File: src/rtl/chain_code_loader.sv
// chain_code_loader: receives one chain-code frame as a byte stream (5-byte header plus codes),
// validates it, buffers the 3-bit codes in a register array, then launches the decoder
// with a start pulse, held header outputs and one code per valid/ready handshake.
module chain_code_loader #(
    parameter int unsigned ADDR_W = 8
) (
    input  logic        clk,
    input  logic        reset,
    input  logic        in_valid,
    input  logic [7:0]  in_data,
    output logic        in_ready,
    output logic        start,
    output logic [6:0]  start_pixel_x,
    output logic [6:0]  start_pixel_y,
    output logic [7:0]  perimeter,
    output logic [11:0] area,
    output logic [7:0]  code,
    output logic        code_valid,
    input  logic        code_ready,
    output logic        stream_done,
    output logic        busy,
    output logic        frame_error
);

    localparam int unsigned DEPTH = 2 ** ADDR_W;
    // Pointers must reach DEPTH itself and be comparable with the 8-bit perimeter.
    localparam int unsigned CW = (ADDR_W + 1 > 9) ? ADDR_W + 1 : 9;

    typedef enum logic [2:0] {
        StHdr,
        StCodes,
        StLaunch,
        StStream,
        StError
    } state_t;

    state_t        state;
    logic [2:0]    hdr_cnt;
    logic [CW-1:0] wr_ptr;
    logic [CW-1:0] rd_ptr;
    logic [CW-1:0] perim_ext;
    logic          accept;
    logic [2:0]    mem [DEPTH];

    assign perim_ext   = CW'(perimeter);
    // Gated by reset so every output reads 0 while reset is held.
    assign in_ready    = ~reset & ((state == StHdr) | (state == StCodes));
    assign accept      = in_valid & in_ready;
    assign start       = (state == StLaunch);
    assign frame_error = (state == StError);
    assign code_valid  = (state == StStream) && (rd_ptr < perim_ext);
    assign stream_done = (state == StStream) && (rd_ptr == perim_ext);
    // Masked so uninitialised buffer contents never reach the port.
    assign code        = code_valid ? {5'b0, mem[rd_ptr[ADDR_W-1:0]]} : 8'h00;
    assign busy        = ((state == StHdr) && (hdr_cnt != 3'd0)) || (state == StCodes)
                         || (state == StLaunch) || ((state == StStream) && !stream_done);

    // Frame sequencing, header capture and pointer management.
    always_ff @(posedge clk or posedge reset) begin
        if (reset) begin
            state         <= StHdr;
            hdr_cnt       <= 3'd0;
            wr_ptr        <= '0;
            rd_ptr        <= '0;
            start_pixel_x <= 7'd0;
            start_pixel_y <= 7'd0;
            perimeter     <= 8'd0;
            area          <= 12'd0;
        end else begin
            case (state)
                StHdr: begin
                    if (accept) begin
                        hdr_cnt <= hdr_cnt + 3'd1;
                        case (hdr_cnt)
                            3'd0: begin
                                start_pixel_x <= in_data[6:0];
                                if (in_data[7]) state <= StError;
                            end
                            3'd1: begin
                                start_pixel_y <= in_data[6:0];
                                if (in_data[7]) state <= StError;
                            end
                            3'd2: begin
                                perimeter <= in_data;
                                if (32'(in_data) > DEPTH) state <= StError;
                            end
                            3'd3: begin
                                area[11:8] <= in_data[3:0];
                                if (in_data[7:4] != 4'd0) state <= StError;
                            end
                            default: begin
                                area[7:0] <= in_data;
                                hdr_cnt   <= 3'd0;
                                state     <= (perimeter == 8'd0) ? StLaunch : StCodes;
                            end
                        endcase
                    end
                end
                StCodes: begin
                    if (accept) begin
                        if (in_data[7:3] != 5'd0) begin
                            state <= StError;
                        end else begin
                            wr_ptr <= wr_ptr + CW'(1);
                            if (wr_ptr + CW'(1) == perim_ext) state <= StLaunch;
                        end
                    end
                end
                StLaunch: begin
                    rd_ptr <= '0;
                    state  <= StStream;
                end
                StStream: begin
                    if (rd_ptr == perim_ext) begin
                        state   <= StHdr;
                        hdr_cnt <= 3'd0;
                        wr_ptr  <= '0;
                    end else if (code_ready) begin
                        rd_ptr <= rd_ptr + CW'(1);
                    end
                end
                StError: begin
                    state <= StError;
                end
                default: begin
                    state <= StHdr;
                end
            endcase
        end
    end

    // Code buffer write; rejected bytes never land in the array.
    always_ff @(posedge clk) begin
        if ((state == StCodes) && accept && (in_data[7:3] == 5'd0)) begin
            mem[wr_ptr[ADDR_W-1:0]] <= in_data[2:0];
        end
    end

endmodule

File: config.mk
export PLATFORM = sky130hd
export DESIGN_NAME = chain_code_loader
export DESIGN_NICKNAME = d
export VERILOG_FILES = /design/src/rtl/chain_code_loader.sv
export SDC_FILE = /design/constraint.sdc
export NUM_CORES = 1
export LEC_CHECK = 0
export BUFFER_PORTS_ARGS = -buffer_cell sky130_fd_sc_hd__buf_4
export CELL_PAD_IN_SITES_DETAIL_PLACEMENT = 1
export CELL_PAD_IN_SITES_GLOBAL_PLACEMENT = 2
export CORE_ASPECT_RATIO = 0.8
export CORE_UTILIZATION = 52
export DETAILED_ROUTE_END_ITERATION = 12
export GPL_TIMING_DRIVEN = 0
export PLACE_DENSITY = 0.91
export SLEW_MARGIN = 20
export SYNTH_ARGS = -nofsm -noshare
export SYNTH_HDL_FRONTEND = slang
export SYNTH_SLANG_ARGS = --single-unit
File: constraint.sdc
create_clock -name clk -period 9.51 [get_ports clk]
set_clock_uncertainty 0.15 [all_clocks]
set_input_delay 1.902 -clock clk [delete_from_list [all_inputs] [get_ports clk]]
set_output_delay 1.902 -clock clk [all_outputs]
set_load 0.02 [all_outputs]
# Word-level counts from Yosys, hierarchy flattened
# Memories as Yosys holds them, arrays and structs flattened.
# Index checks and enable logic that the tools add are counted.
# W data, S select, Z words.
# totals
in_bits,12
reg_bits,58
latchBits,0
ramBits,768
word_cells,92
mem_count,1
romBits,0
output_inout_bits,48
# mem_list
name,depth,word_bits,read_ports,rd_ports_with_merged_regs,wr,line_no,text
mem,256,3,1,0,1,43,logic [2:0] mem [DEPTH];
# op_classes
n_mul,0
reduce_logical,31
shift,0
bitwise_logic,5
n_eq_ne,19
order_cmp,1
mux,23
addsub,3
div_mod_pow,0
# ops
operator,n
$mux W9,5
$pmux W9 S2,2
$mux W3,10
$reduce_and A3 Y1,7
$add A9 B1 Y9 const B,2
$eq A9 B8 Y1,2
$pmux W3 S5,1
$eq A3 B2 Y1 const B,4
$ne A2 B2 Y1 const B,6
$lt A9 B8 Y1,1
$pmux W3 S3,1
$logic_not A8 Y1,1
$reduce_and A7 Y1,1
$eq A3 B1 Y1 const B,2
$logic_and A1 B1 Y1,6
$logic_not A3 Y1,2
$ne A3 B3 Y1 const B,2
$pmux W3 S2,1
$reduce_bool A2 Y1,3
$logic_not A5 Y1,1
$reduce_bool A5 Y1,1
$reduce_and A4 Y1,1
$reduce_bool A4 Y1,1
$reduce_or A4 Y1,1
13 further kinds,18

# Logic depth before layout (Yosys ltp)
# Gate-level depths: netlist of the first run.
# depth
word_depth,8
ltp_mapped,13
depth_no_buf,9

# Worst setup path before layout of the first run
# OpenSTA, ideal clock, no wires.
# synth_timing
path_kind,register to output
start,register rd_ptr[0]
end,output port code[1]
slack_ns,4.555
path_stages_with_launch,14
t_arrival_ns,2.903
n_path_buf,4
required_ns,7.458
cell_sequence,dfrtp_1 -> buf_6 -> buf_6 -> buf_6 -> buf_6 -> clkinv_1 -> ha_1 -> nor2b_1 -> o21ai_0 -> nand2b_1 -> a21oi_1 -> o21ai_0 -> a31oi_1 -> nor4bb_1
# synth_via
elab_chain_cells,3
# synth_rtl
item,line_no,text
from (decl),40,logic [CW-1:0] rd_ptr;
from (signal assigned),119,rd_ptr <= rd_ptr + CW'(1);
$lt A9 B8 Y1,51,assign code_valid = (state == StStream) && (rd_ptr < perim_ext);
$logic_and A1 B1 Y1,51,
named net code_valid,18,"output logic code_valid,"
$mux W3,54,"assign code = code_valid ? {5'b0, mem[rd_ptr[ADDR_W-1:0]]} : 8'h00;"
to (decl),17,"output logic [7:0] code,"
# The timed path passes the listed nets, and every way through them passes these cells.

# Worst setup path after layout of the first run
# layout_timing
start,register rd_ptr[1]
end,output port code[2]
# layout_via
elab_chain_cells,3
# layout_rtl
item,line_no
"parallel branches: the longest is 2 deep, another holds $mem_v2 Z256 W3",n/a
$mux W3 (*),54
# Mark *: on every way between the ends.

==> results of run 1 <==
## synthesized netlist by cell type, types with 4 or more instances
cell type,count
or3_1,5
a21o_1,4
and2_1,8
inv_1,22
nand4_1,10
a22oi_1,31
mux2_2,44
ha_1,17
dfrtp_1,58
xor2_1,4
edfxtp_1,768
buf_2,22
clkbuf_1,57
a21oi_1,35
a22o_1,7
a311oi_1,4
nor2_1,296
o22ai_1,12
mux4_2,187
a31oi_1,9
o21ai_0,34
and3_1,5
buf_1,4
nand2b_1,7
nand3_1,33
a211oi_1,20
nand2_1,86
buf_6,7
buf_4,27
nor3_1,7
nor2b_1,18
nor4_1,4
mux2i_1,16
xnor2_1,16
## placed cells by master (no fill, tap or decap), types with 23 or more instances in the layout
cell and instances:
a21oi_1 35, dfrtp_1 58, o21ai_0 34, nor2_1 296
buf_4 78, mux4_2 187, nand2_1 86, a22oi_1 31
nand3_1 33, buf_2 23, clkbuf_1 59, edfxtp_1 768
mux2_2 44, clkbuf_16 79
## sequential cells by signal, summed over array words and instances, names as in the netlist
name and flops:
wr_ptr 9, area 12, state 3, hdr_cnt 3
perimeter 8, rd_ptr 9, start_pixel_y 7, start_pixel_x 7
mem 768
## cells by family after synthesis
family / synth area share [%]
AOI/OAI and AO/OA: 3.517
DFF: 72.61
buffers and inverters: 2.105
xor gates and xnor gates: 0.5188
adders and majority gates: 0.6300
and+or+nand+nor: 6.196
muxes: 14.42
other: 0.01111
## worst min-delay path by stage
stage                      to  slack, ns  cells after the start
floorplan           wr_ptr[8]       0.38                      2
global placement      area[0]       0.34                      1
detailed placement    area[3]       0.35                      1
CTS                   area[3]       0.36                      1
global route          area[3]       0.37                      1
finish                area[3]       0.36                      1
## per-layer routing
layer / up-vias / routed length (um) / track usage (%)
met2: 1537 / 49410 / 50.25
met5: - / 0 / 0
li1: 7862 / - / -
met4: 0 / 4495 / 12.80
met3: 263 / 14460 / 10.40
met1: 10720 / 42410 / 48.55
## worst reg2reg max path, cell delays in order, from the launching register on
cell and delay, ns:
dfrtp_1 0.39, buf_6 0.20, buf_6 0.25, buf_6 0.30, buf_6 0.33, clkinv_1 0.63, ha_1 0.54, nand3_1 0.10
o41a_1 0.23, a21o_1 0.30, nor4b_1 0.53, and3_1 0.25, xnor2_1 0.12, nor2_1 0.07
## area by class of cell
class / count / area (um2) / area share [%]
diodes: 1 / 2.502 / 0.006563
plain buffers: 117 / 639.4 / 1.677
clock buffers: 95 / 2037 / 5.342
clock inverters: 52 / 653.1 / 1.713
inverters: 24 / 92.59 / 0.2428
multi-input cells: 958 / 8564 / 22.46
flip-flops and latches: 826 / 24510 / 64.29
well taps: 850 / 1064 / 2.789
repair buffers: 59 / 565.5 / 1.483
## power breakdown
group          leakage, nW  internal, mW  switching [mW]
Combinational         3.21          1.07            1.94
Clock                 1.31          1.86            1.46
Sequential            7.65          4.03          0.0645
Total                 12.2          6.96            3.47
## metrics by stage
stage          instance area, um2  total power, mW  worst slack, ns  std cells
5_1_grt                     38130            10.58            2.245       2981
6_report                    38130            10.43            2.203       2982
2_1_floorplan               33780            5.805            4.555       1925
3_5_place_dp                35430            7.066            3.151       2834
4_1_cts                     38120            10.33            2.417       2981
3_3_place_gp                35250            6.980            3.047       2829
==> results.json, run 1 <==
{
  "outcome": "finished clean",
  "start_util_pct": 52.61,
  "yosysTopAreaCellShare_pct": 68.31,
  "rsz0062_at_grt": "no",
  "cts_tree": "done",
  "crit_arrival_ns": 5.26,
  "cp-start-kind": "register",
  "fin_util_pct": 59.41,
  "min-delay-start": "area[3]",
  "ys_top_cells_by_area": "edfxtp_1 68%, mux4_2 12%, dfrtp_1 4.3%, nor2_1 3.3%, mux2_2 1.5%",
  "ff2ff_setup_slack_ns": 4.99,
  "fill_cells": 5625,
  "cts_setup_buffers": 0,
  "grt_pass1_wl_mm": 155.9,
  "cts_resized": 0,
  "r2r_end": "rd_ptr[7]",
  "max_freq_mhz": 136.9,
  "syn_to_final_growth_pct": 12.94,
  "cp-endpoint": "code[2]",
  "yosys_warnings": 0,
  "required_ns": 7.46,
  "yosys.area.top_type": "edfxtp_1",
  "worstSetupPathType": "register to output port",
  "path_buf_inv": 5,
  "vias": 20380,
  "drcViolationCount": 0,
  "cts_root_buf": "clkbuf_16",
  "ys_seq_area_share_pct": 72.61,
  "viasPerCell": 6.834,
  "drive_above_1_share_pct": 22.99,
  "maxCapViolCount": 0,
  "peakVddDrop_mv": 0.1950,
  "ys.flop_type": "edfxtp_1",
  "fp.dieH_um": 229.9,
  "crit_family": "buffers and inverters",
  "die_x_um": 286.9,
  "period_share_pct": 76.84,
  "grt_pass1_vias": 20850,
  "synth_seq_cells": 826,
  "rr_startpoint": "rd_ptr[0]",
  "critPathLaunch": "rd_ptr[1]",
  "dp_hpwl_mm": 71.64,
  "ios": 60,
  "avgRoutedWirePerCell_um": 37.14,
  "clock_sinks": 826,
  "path_clk_slew_ns": 0.07,
  "ctsHoldBuffers": 0,
  "cp.depth": 11,
  "cp_slowest_cell": "a221oi_1",
  "final_nets": 2094,
  "max_slew.worst_pin.slew_ns": 1.270,
  "drt-total-wl_mm": 110.8,
  "synth_area_mm2": 0.03376,
  "slew_headroom_pct": 15.31,
  "ff2ff_path_depth": 13,
  "setup_tns_ns": 0,
  "max_stage_delay_ns": 0.87,
  "grt-ovfl-total": 0,
  "cp_cell_sequence": "buf_4 > buf_2 > buf_4 > buf_2 > a211oi_1 > a211oi_1 > o21ai_0 > o2111ai_1 > a31oi_1 > a221oi_1 > buf_4",
  "detail_route.first_pass.iterations": 5,
  "p_leak_nw": 12.17,
  "ant_nets": 0,
  "min_path_type": "register to register",
  "core_mm2": 0.06418,
  "path_common_cell": "buf_4",
  "antenna_found_initial": 0,
  "yosys.cell_types.count": 61,
  "netlist_instances": 1921,
  "setup-violations-final": 0,
  "gp_congestion": 0.9729,
  "finalMaxSlewViolations": 0,
  "min_period_ns": 7.307,
  "hold_viol_final": 0,
  "numPortBuffers": 54,
  "worst_setup_path_end_kind": "output port",
  "power.density_mw_per_mm2": 273.6,
  "insertion_delay_ns": 0.65,
  "whs_ns": 0.3577,
  "path_max_fanout": 10,
  "synth_edf_count": 768,
  "synthArstFlopShare_pct": 7.022,
  "drt_iter0_drc": 3493,
  "grtUsageTotal_pct": 34.23,
  "syn_avg_cell_area_um2": 17.58,
  "cts_max_level": 3,
  "rows": 83,
  "numCtsBuffers": 79,
  "grt_max_degree": 141,
  "dieArea_mm2": 0.06596,
  "cts_buffer_depth": 3
}
Power figures use the tool's default switching activity.
==> run 2, diff against run 1 <==
Settings changed: CORE_UTILIZATION 52 to 48, PLACE_DENSITY 0.91 to 0.86.
Clock period 9.51 ns to 6.85 ns, I/O delays scaled along.
==> run 2 against run 1 <==
  * The run now ends with setup timing left
  * Cell area is 0.12% higher
  * Clock power up 35%
  * Global-route usage is 3.0 points lower
  * First-iteration DRC count fell by 3.9%
  * Critical path depth shrank 1
  * Via count fell by 0.38%
  * Non-clock buffer count is 1 higher
  * Sequential share of layout area decreased by 0.080 points
  * Utilization is 4.2 points lower
  * Combinational power increased by 39%
  * Sequential power grew 39%
  * Critical path type unchanged
  * Largest power group unchanged
  * Highest routed layer is now met5
==> results.json, run 2 (synthesized netlist as in run 1, its figures left out) <==
{
  "worst_setup_path_end_kind": "output port",
  "cts_resized": 0,
  "fp.dieH_um": 239.2,
  "insertion_delay_ns": 0.64,
  "grt_pass1_wl_mm": 154.5,
  "power_frac_comb_pct": 29.2,
  "ant_nets": 0,
  "peakVddDrop_mv": 0.2511,
  "detail_route.first_pass.iterations": 5,
  "min_period_ns": 6.951,
  "regArea_mm2": 0.02451,
  "dieArea_mm2": 0.07141,
  "avgRoutedWirePerCell_um": 35.99,
  "power.density_mw_per_mm2": 376.5,
  "swShare_pct": 33.59,
  "cp-start-kind": "register",
  "rsz0062_at_grt": "no",
  "vias": 20300,
  "min_path_type": "register to register",
  "fill_cells": 6206,
  "start_util_pct": 48.80,
  "grt_max_degree": 100,
  "cts_buffer_depth": 3,
  "grt_pass1_vias": 20380,
  "path_clk_slew_ns": 0.06,
  "multi_input_area_mm2": 0.008564,
  "syn_to_final_growth_pct": 13.08,
  "seqPwrFrac_pct": 39.5,
  "setup_tns_ns": -0.1253,
  "period_share_pct": 101.5,
  "core_mm2": 0.06919,
  "grtUsageTotal_pct": 31.27,
  "max_freq_mhz": 143.9,
  "grt-ovfl-total": 0,
  "die_x_um": 298.5,
  "antenna_found_initial": 3,
  "violations": "setup timing",
  "layout_common_cells": "768 x edfxtp_1, 296 x nor2_1, 187 x mux4_2",
  "rows": 86,
  "crit_arrival_ns": 5.43,
  "gp_congestion": 0.9425,
  "layout_commonest_cell": "edfxtp_1",
  "cts_root_buf": "clkbuf_16",
  "cts_tree": "done",
  "outcome": "complete, but fails checks",
  "fin_ws_ns": -0.1008,
  "ios": 60,
  "numPortBuffers": 54,
  "p_leak_nw": 12.16,
  "slew_headroom_pct": 13.68,
  "numCtsBuffers": 81,
  "setup-violations-final": 3,
  "intPower_mw": 9.547,
  "finalMaxSlewViolations": 0,
  "final_nets": 2097,
  "maxCapViolCount": 0,
  "dp_hpwl_mm": 71.46,
  "max_slew.worst_pin.slew_ns": 1.295,
  "largest_reg_flops": 768,
  "required_ns": 5.33,
  "p_switching_mw": 4.828,
  "clock_sinks": 826,
  "whs_ns": 0.3608,
  "drive_above_1_share_pct": 22.96,
  "drt-total-wl_mm": 110.1,
  "viasPerCell": 6.635,
  "cts_max_level": 3,
  "path_max_fanout": 10,
  "drt_iter0_drc": 3356,
  "cts_setup_buffers": 0,
  "ctsHoldBuffers": 0,
  "worstSetupPathType": "register to output port",
  "clkPwrFrac_pct": 31.2,
  "hold_viol_final": 0,
  "pre_cts_slack_ns": 0.8222,
  "drcViolationCount": 0
}
## run 2: cell types whose count changed in the layout (fill, tap and decap cells not counted)
cell        change
clkinv_1        +6
clkinv_4        +1
clkinv_8        +1
clkinvlp_4      -2
bufinv_16       -4
clkinv_16       -1
buf_16          +1
clkbuf_1        -3
clkbuf_2        -1
inv_8           -1
clkbuf_16       +2
clkinv_2        +4
diode_2         +1
## run 2: worst paths after layout
path | start | to | slack (ns) | cells after the start
setup / recovery | rd_ptr[3] | code[0] | -0.10 | 10
hold / removal | start_pixel_x[2] | start_pixel_x[2] | 0.36 | 1
setup reg to reg | rd_ptr[0] | wr_ptr[6] | 2.28 | 13
hold reg to reg | start_pixel_x[2] | start_pixel_x[2] | 0.36 | 1
max in group asynchronous | reset | start_pixel_x[5] | 5.32 | 2
min in group asynchronous | reset | state[2] | 0.74 | 2
## run 2: layer usage
metal | track usage [%] | wire length [um] | vias to the layer above
met2 | 46.72 | 49080 | 1444
li1 | - | - | 7873
met5 | 0 | 13 | -
met3 | 8.408 | 13600 | 223
met1 | 45.22 | 43960 | 10760
met4 | 9.277 | 3464 | 2
## run 2: through the flow
| stage | instances | utilization [%] | area [um2] | total power [mW] |
|---|---|---|---|---|
| finish | 3060 | 55.18 | 38180 | 14.37 |
| global route | 3058 | 55.17 | 38170 | 14.60 |
| CTS | 3058 | 55.16 | 38170 | 14.27 |
| detailed placement | 2909 | 51.38 | 35550 | 9.846 |
| global placement | 2903 | 51.08 | 35340 | 9.768 |
| floorplan | 1925 | - | 33780 | 8.060 |
## run 2: final cells by class
type                    instances  share of cell area, %
diodes                          2                0.01311
plain buffers                 117                  1.671
clock buffers                  93                  5.427
clock inverters                56                  1.426
inverters                      24                 0.2425
multi-input cells             958                  22.43
flip-flops and latches        826                  64.21
well taps                     924                  3.028
repair buffers                 60                  1.553
## run 2: worst max-delay path: stages, from the launching register on
cell	delay, ns
dfrtp_1	0.89
buf_2	0.70
clkbuf_1	0.90
mux4_2	0.38
nor2_1	0.05
nor2_1	0.22
a21oi_1	0.08
a31oi_1	0.30
o21ai_0	0.17
nor3b_1	0.81
buf_4	0.28
## run 2: power groups by stage
| stage | clock [mW] | combinational (mW) | sequential, mW |
|---|---|---|---|
| finish | 4.49 | 4.20 | 5.68 |
| CTS | 4.51 | 4.09 | 5.68 |
| global route | 4.66 | 4.26 | 5.69 |
| detailed placement | 0 | 4.06 | 5.78 |
| global placement | 0 | 3.98 | 5.79 |
| floorplan | 0 | 2.25 | 5.81 |
